### src/rtl/rv_pkg.sv
// Shared fetch-stage definitions: next-PC select encodings, FSM state encoding
// and the canonical NOP instruction word.
package rv_pkg;

    localparam logic [1:0] PCSRC_PLUS4  = 2'b00;
    localparam logic [1:0] PCSRC_BRANCH = 2'b01;
    localparam logic [1:0] PCSRC_JALR   = 2'b10;

    typedef logic [1:0] fsm_state_t;

    localparam fsm_state_t ST_IDLE  = 2'b00;
    localparam fsm_state_t ST_FETCH = 2'b01;
    localparam fsm_state_t ST_EXEC  = 2'b10;
    localparam fsm_state_t ST_ERROR = 2'b11;

    // addi x0, x0, 0
    localparam logic [31:0] NOP_INSTR = 32'h0000_0013;

endpackage

### src/rtl/next_pc_calc.sv
// Combinational next-PC selection: sequential, PC-relative branch or JALR target,
// plus a misalignment flag for targets that are not word aligned.
module next_pc_calc
    import rv_pkg::*;
(
    input  logic [31:0] pc,
    input  logic [1:0]  pc_src,
    input  logic [31:0] imm_ext,
    input  logic [31:0] alu_result,
    output logic [31:0] pc_plus4,
    output logic [31:0] next_pc,
    output logic        misaligned
);

    logic [31:0] branch_tgt;
    logic [31:0] jalr_tgt;

    // All additions wrap modulo 2^32; carries are intentionally dropped.
    assign pc_plus4   = pc + 32'd4;
    assign branch_tgt = pc + imm_ext;
    assign jalr_tgt   = alu_result & 32'hFFFF_FFFE;

    always_comb begin
        next_pc = pc_plus4;
        case (pc_src)
            PCSRC_PLUS4:  next_pc = pc_plus4;
            PCSRC_BRANCH: next_pc = branch_tgt;
            PCSRC_JALR:   next_pc = jalr_tgt;
            default:      next_pc = pc_plus4;
        endcase
    end

    assign misaligned = |next_pc[1:0];

endmodule

### src/rtl/fetch_unit.sv
// Instruction fetch FSM: requests a word at pc, holds it for execute, then
// advances pc from the next-PC calculator. Timeouts and bad targets are terminal.
module fetch_unit
    import rv_pkg::*;
#(
    parameter logic [31:0] RESET_PC = 32'h0000_0000,
    parameter int          MAX_WAIT = 16
) (
    input  logic        clk,
    input  logic        rst_n,
    output logic [31:0] imem_addr,
    output logic        imem_req,
    input  logic [31:0] imem_rdata,
    input  logic        imem_ready,
    output logic [31:0] instr,
    output logic        instr_valid,
    output logic [31:0] pc,
    output logic [31:0] pc_plus4,
    input  logic [1:0]  pc_src,
    input  logic [31:0] imm_ext,
    input  logic [31:0] alu_result,
    input  logic        stall,
    output logic        fetch_err
);

    localparam logic [7:0] WAIT_LIMIT = 8'(MAX_WAIT - 1);

    fsm_state_t  state_q, state_d;
    logic [31:0] pc_q, pc_d;
    logic [31:0] instr_q, instr_d;
    logic [7:0]  wait_cnt_q, wait_cnt_d;

    logic [31:0] next_pc;
    logic        next_pc_misaligned;

    next_pc_calc u_next_pc_calc (
        .pc         (pc_q),
        .pc_src     (pc_src),
        .imm_ext    (imm_ext),
        .alu_result (alu_result),
        .pc_plus4   (pc_plus4),
        .next_pc    (next_pc),
        .misaligned (next_pc_misaligned)
    );

    always_comb begin
        state_d    = state_q;
        pc_d       = pc_q;
        instr_d    = instr_q;
        wait_cnt_d = wait_cnt_q;
        case (state_q)
            ST_IDLE: begin
                state_d = ST_FETCH;
            end
            ST_FETCH: begin
                // A ready on the final allowed cycle still completes the fetch.
                if (imem_ready) begin
                    instr_d    = imem_rdata;
                    wait_cnt_d = 8'd0;
                    state_d    = ST_EXEC;
                end else if (wait_cnt_q == WAIT_LIMIT) begin
                    wait_cnt_d = 8'd0;
                    state_d    = ST_ERROR;
                end else begin
                    wait_cnt_d = wait_cnt_q + 8'd1;
                end
            end
            ST_EXEC: begin
                if (!stall) begin
                    if (next_pc_misaligned) begin
                        state_d = ST_ERROR;
                    end else begin
                        pc_d    = next_pc;
                        state_d = ST_FETCH;
                    end
                end
            end
            default: begin
                state_d = ST_ERROR;
            end
        endcase
    end

    always_ff @(posedge clk or negedge rst_n) begin
        if (!rst_n) begin
            state_q    <= ST_IDLE;
            pc_q       <= RESET_PC;
            instr_q    <= NOP_INSTR;
            wait_cnt_q <= 8'd0;
        end else begin
            state_q    <= state_d;
            pc_q       <= pc_d;
            instr_q    <= instr_d;
            wait_cnt_q <= wait_cnt_d;
        end
    end

    assign pc          = pc_q;
    assign imem_addr   = pc_q;
    assign instr       = instr_q;
    assign imem_req    = (state_q == ST_FETCH);
    assign instr_valid = (state_q == ST_EXEC);
    assign fetch_err   = (state_q == ST_ERROR);

endmodule
### config.mk
export PLATFORM = sky130hd
export DESIGN_NAME = fetch_unit
export DESIGN_NICKNAME = d
export VERILOG_FILES = /design/src/rtl/rv_pkg.sv /design/src/rtl/next_pc_calc.sv /design/src/rtl/fetch_unit.sv
export SDC_FILE = /design/constraint.sdc
export NUM_CORES = 1
export LEC_CHECK = 0
export ABC_CLOCK_PERIOD_IN_PS = 3700
export CAP_MARGIN = 10
export CORE_MARGIN = 10
export CORE_UTILIZATION = 46
export DETAILED_ROUTE_END_ITERATION = 6
export GPL_ROUTABILITY_DRIVEN = 0
export PLACE_DENSITY = 0.83
export SYNTH_ARGS = -nofsm -noshare
export SYNTH_HDL_FRONTEND = slang
export SYNTH_HIERARCHICAL = 1
export SYNTH_SLANG_ARGS = --single-unit
### constraint.sdc
create_clock -name clk -period 3.7 [get_ports clk]
set_input_delay 0.555 -clock clk [delete_from_list [all_inputs] [get_ports clk]]
set_output_delay 0.555 -clock clk [all_outputs]
set_load 0.01 [all_outputs]
## Word-level counts from Yosys, hierarchy flattened

Cells that the tools add are included.

- Reduce and logical (&&, ||, !) cells: 5
- Multiplexer cells: 8
- Divide/modulo/power cells: 0
- Equal/unequal tests: 8
- $lt $le $gt $ge: 0
- Shifts and indexed selects: 0
- Multipliers: 0
- Bitwise operators: 2
- $add $sub $neg: 3

Operators by type and width:

| kind | count |
|---|---|
| $pmux W32 S2 | 1 |
| $add A32 B3 Y32 const B | 1 |
| $add A32 B32 Y32 | 1 |
| $mux W8 | 2 |
| $add A8 B1 Y8 const B | 1 |
| $eq A8 B4 Y1 const B | 1 |
| $mux W2 | 4 |
| $eq A2 B2 Y1 const B | 3 |
| $pmux W2 S3 | 1 |
| $eq A2 B1 Y1 const B | 2 |
| $reduce_and A2 Y1 | 2 |
| $ne A3 B1 Y1 const B | 1 |
| $reduce_and A3 Y1 | 1 |
| $logic_not A2 Y1 | 1 |
| $ne A2 B2 Y1 const B | 1 |
| $not A1 Y1 | 2 |
| $reduce_or A2 Y1 | 1 |

- Memory bits (writable): 0
- ROM bits: 0
- Bits in registers: 74
- Latch bits: 0
- Bits of input ports: 102
- Memories: 0

## Depth between registers and ports, before layout

- Depth after elaboration: 6
- Depth in mapped cells: 10
- Depth with buffers taken out: 10

## Hierarchy

Netlist, hierarchy kept.

Modules (own cells, without submodules):

| module | instances | seq. area each (um^2) | area an instance (um^2) | cells each |
|---|---|---|---|---|
| fetch_unit | 1 | 1855.5 | 3170.5 | 221 |
| next_pc_calc | 1 | 0.0 | 2996.6 | 450 |

## Worst setup path before layout

No wires, ideal clock.

- Kind: input to register
- Start: input imm_ext[0]
- End: register pc_q[26] (netlist: imem_addr[26])
- Stages: 10
- Required time: 3.634 ns
- Slack: 0.732 ns
- Data arrival time: 2.902 ns
- Buffers on the path: 0
- Cells stage by stage: ha_1 > fa_1 > a211oi_1 > o21ai_0 > a21oi_1 > o211ai_1 > a211oi_1 > mux2_2 > a21oi_1 > mux2_1

- Elaborated cells between the ends (all ways): 5
- Those cells by class: add/sub: 1; mux: 1; bitwise: 1; reduce/logical: 2

RTL lines:

| what | line | source |
|---|---|---|
| start, declared | fetch_unit.sv:20 | `input logic [31:0] imm_ext,` |
| $add A32 B32 Y32 | next_pc_calc.sv:20 | `assign branch_tgt = pc + imm_ext;` |
| $pmux W32 S2 | next_pc_calc.sv:25 | `case (pc_src)` |
| via next_pc[26] | fetch_unit.sv:33 | `logic [31:0] next_pc;` |
| end signal, assigned | fetch_unit.sv:92 | `pc_q <= pc_d;` |
| end, declared | fetch_unit.sv:29 | `logic [31:0] pc_q, pc_d;` |

The timed path passes the listed nets, and every way through them passes these cells.
A chain may end at the register's enable or synchronous reset.

## Final worst setup path

- Start: register pc_q[3] (netlist: imem_addr[3])
- End: output pc_plus4[30]

- Longest elaborated chain between the ends: 1

Ends and longest elaborated chain:

| what | line | source |
|---|---|---|
| $add A32 B3 Y32 | next_pc_calc.sv:19 | `assign pc_plus4 = pc + 32'd4;` |
| end, declared | fetch_unit.sv:18 | `output logic [31:0] pc_plus4,` |

No other way between the ends.

==> impl_metrics.py <==
metrics = {
    "cells_and_area": {
        "regArea_sq_um": 1858,
        "multi_input_area_sq_um": 3857,
        "nets": 1000,
        "n_antenna_cell": 0,
        "final_area_sq_um": 8706,
        "area_growth_pct": 41.16,
        "final_common_cell": "clkdlybuf4s50_1",
        "fillers": 1074,
        "drive_gt1_share_pct": 6.459,
        "mostFrequentLayoutCells": "clkdlybuf4s50_1, dfrtp_1, mux2_1",
    },
    "sta": {
        "holdWs_ns": 0.3735,
        "worst_slew_pin_slew_ns": 0.9752,
        "fin_skew_ns": 0.006519,
        "fin_crit_ns": 3.534,
        "finalSetupViolCount": 0,
        "relSlewSlack_pct": 34.99,
        "drv_slew": 0,
        "rsz0062_at_grt": "no",
        "finalHoldViolCount": 0,
        "post-route-period-util_pct": 95.51,
        "fin_setup_tns_ns": 0,
        "fmax_ghz": 0.2830,
    },
    "synth": {
        "ys_warn_count": 6,
        "synth_area_leaders": "dfrtp_1, mux2_1, ha_1",
        "ys_async_sr_fraction_pct": 100.0,
        "ys.flop_type": "dfrtp_1",
        "synthDistinctLibCells": 69,
        "syn_nets": 809,
        "netlist_area_sq_um": 6167,
        "synth_area_leader_cell": "dfrtp_1",
        "ys_ff_latch": 74,
        "synth_top_area_share_pct": 28.81,
        "synth_area_per_cell_sq_um": 9.191,
        "synth-seq-area-share_pct": 30.09,
        "synth-edff-count": 0,
        "netlist_instances": 671,
    },
    "grt": {
        "grt_util_met3_pct": 4.933,
        "grt_use_met1_pct": 27.11,
        "grt_antenna_before_repair": 0,
        "grt_usage_pct": 21.85,
        "top_usage_layer": "met2",
        "grt_pass1_vias": 5759,
        "grt_max_degree": 75,
        "overflow": 0,
        "met2_usage_pct": 36.69,
        "grt_pass1_wl_um": 31950,
    },
    "clock_network": {
        "cts_buffer_depth": 2,
        "cts_resized": 0,
        "cts_tree": "built",
        "cts_sinks": 74,
        "ctsRootBufferMaster": "clkbuf_16",
        "path_clk_slew_ns": 0.07,
        "cts_buffers": 9,
        "h-tree-depth": 3,
        "hold_buffers": 0,
        "post_cts.repair.setup_buffers": 0,
        "clk_latency_ns": 0.35,
    },
    "drt": {
        "drtIter0Drc": 435,
        "wire_per_inst_um": 19.83,
        "vias": 5889,
        "drc": 0,
        "drt_wl_total_um": 20680,
        "ant_nets": 0,
        "dr.pass1.iters": 5,
        "vias_per_cell": 5.646,
    },
    "critical_path": {
        "critPathArrivalTime_ns": 2.98,
        "cp-end-kind": "output port",
        "path_max_fanout": 7,
        "required_ns": 3.14,
        "worstReg2RegStart": "imem_addr[0]",
        "rrSetupSlack_ns": 0.52,
        "rr_endpoint": "imem_addr[28]",
        "crit_type": "reg -> out",
        "crit_chain": "ha_1 -> inv_1 -> nor4_4 -> and4_1 -> nand2_1 -> xnor2_1 -> clkdlybuf4s50_1",
        "slowest_stage": "clkdlybuf4s50_1",
        "cp-start-kind": "flop",
        "reg2reg_depth": 11,
        "cp_slowest_stage_delay_ns": 0.61,
    },
    "placement": {
        "port_buffers": 231,
        "place_area_sq_um": 8394,
        "place_hpwl_um": 16060,
    },
    "floorplan": {
        "rows": 42,
        "fp.dieH_um": 135.8,
        "fp.dieW_um": 135.8,
        "core-area_sq_um": 13190,
        "initial_core_util_pct": 46.76,
        "die_area_sq_um": 18440,
        "ios": 233,
    },
    "pwr": {
        "peakVddDrop_mv": 0.2988,
        "cellPowerDensity_nw_per_um2": 437.9,
        "leakagePower_nw": 3.811,
    },
    "min_path": {
        "hp-class": "in -> async",
    },
    "status": {
        "status": "finished, final reports clean",
    },
    "job": {
        "drv_cap": 0,
    },
}
-- cell usage after synthesis, types with 2 or more instances --
cell	count
a22o_1	2
a21boi_0	2
o21bai_1	5
o21a_1	9
a22oi_1	15
a221o_1	2
buf_2	2
o22ai_1	2
clkbuf_1	19
nand3_1	20
a211oi_1	7
xor2_1	20
mux2i_1	2
mux2_1	65
nor4b_1	2
a21o_1	15
and2_1	3
nor3_1	8
mux2_2	2
o31ai_1	4
a221oi_1	10
o21ai_0	30
nand2b_1	6
o2bb2ai_1	2
ha_1	35
nor2_1	44
and3_1	9
nor2b_1	7
a21oi_1	45
nor4_4	2
buf_4	41
o21ai_1	4
dfrtp_1	71
xnor2_1	36
or2_2	3
dfstp_2	3
nand2_1	53
a31oi_1	5
and4_1	4
nand4_1	14
inv_1	13
-- worst max path at each step --
stage / slack, ns / from / to / cells after the start
2_1_floorplan: 0.73 / imm_ext[0] / imem_addr[26] / 10
3_3_place_gp: 0.12 / imm_ext[0] / imem_addr[18] / 12
3_5_place_dp: 0.07 / imm_ext[0] / imem_addr[30] / 11
4_1_cts: 0.10 / imem_addr[2] / pc_plus4[30] / 7
5_1_grt: 0.005 / imem_addr[3] / pc_plus4[30] / 7
6_report: 0.17 / imem_addr[3] / pc_plus4[30] / 7
-- critical path, delay by kind of cell (launching register included) --
| family | cells | cell delay, ns |
|---|---|---|
| buffers and inverters | 2 | 0.72 |
| AND/OR/NAND/NOR | 3 | 0.90 |
| flip-flops | 1 | 0.46 |
| adder cells (fa/ha/maj) | 1 | 0.34 |
| XOR/XNOR | 1 | 0.21 |
-- metrics by stage --
stage | setup slack, ns | total power [mW] | util [%] | instances
floorplan | 0.7317 | 2.077 | - | 671
global placement | 0.1179 | 2.849 | 63.64 | 1027
detailed placement | 0.07470 | 2.884 | 63.64 | 1027
CTS | 0.1034 | 3.835 | 65.97 | 1043
global route | 0.005160 | 4.038 | 66.00 | 1043
finish | 0.1662 | 3.812 | 66.00 | 1043
-- state kept, by name, indices dropped and copies added (netlist names) --
signal / count
imem_addr: 32
instr: 32
wait_cnt_q: 8
state_q: 2
-- power breakdown --
part           total [mW]  leakage (nW)  internal (mW)  switching [mW]
sequential           1.15         0.956          0.967           0.178
clock               0.930         0.145          0.535           0.395
combinational        1.74          2.71          0.924           0.813
total                3.81          3.81           2.43            1.39
-- layer usage --
| layer | up-vias | wire (um) |
|---|---|---|
| li1 | 2798 | - |
| met1 | 2821 | 8294 |
| met2 | 246 | 10230 |
| met3 | 24 | 1769 |
| met4 | 0 | 388 |
| met5 | - | 0 |
-- cell type report --
cell class	instances	area share, %
repair buffers	243	27.57
clock buffers	9	2.587
flip-flops and latches	74	21.34
clock inverters	7	0.9485
multi-input cells	518	44.31
well taps	176	2.529
inverters	16	0.7186
-- logic make-up after synthesis --
kind of cell | share of synthesized area [%]
compound gates | 19.01
xor+xnor | 7.953
flops | 30.09
simple gates | 15.34
buf+inv | 7.385
fa+ha+maj | 7.425
mux | 12.80
(Power assumes the default switching activity.)
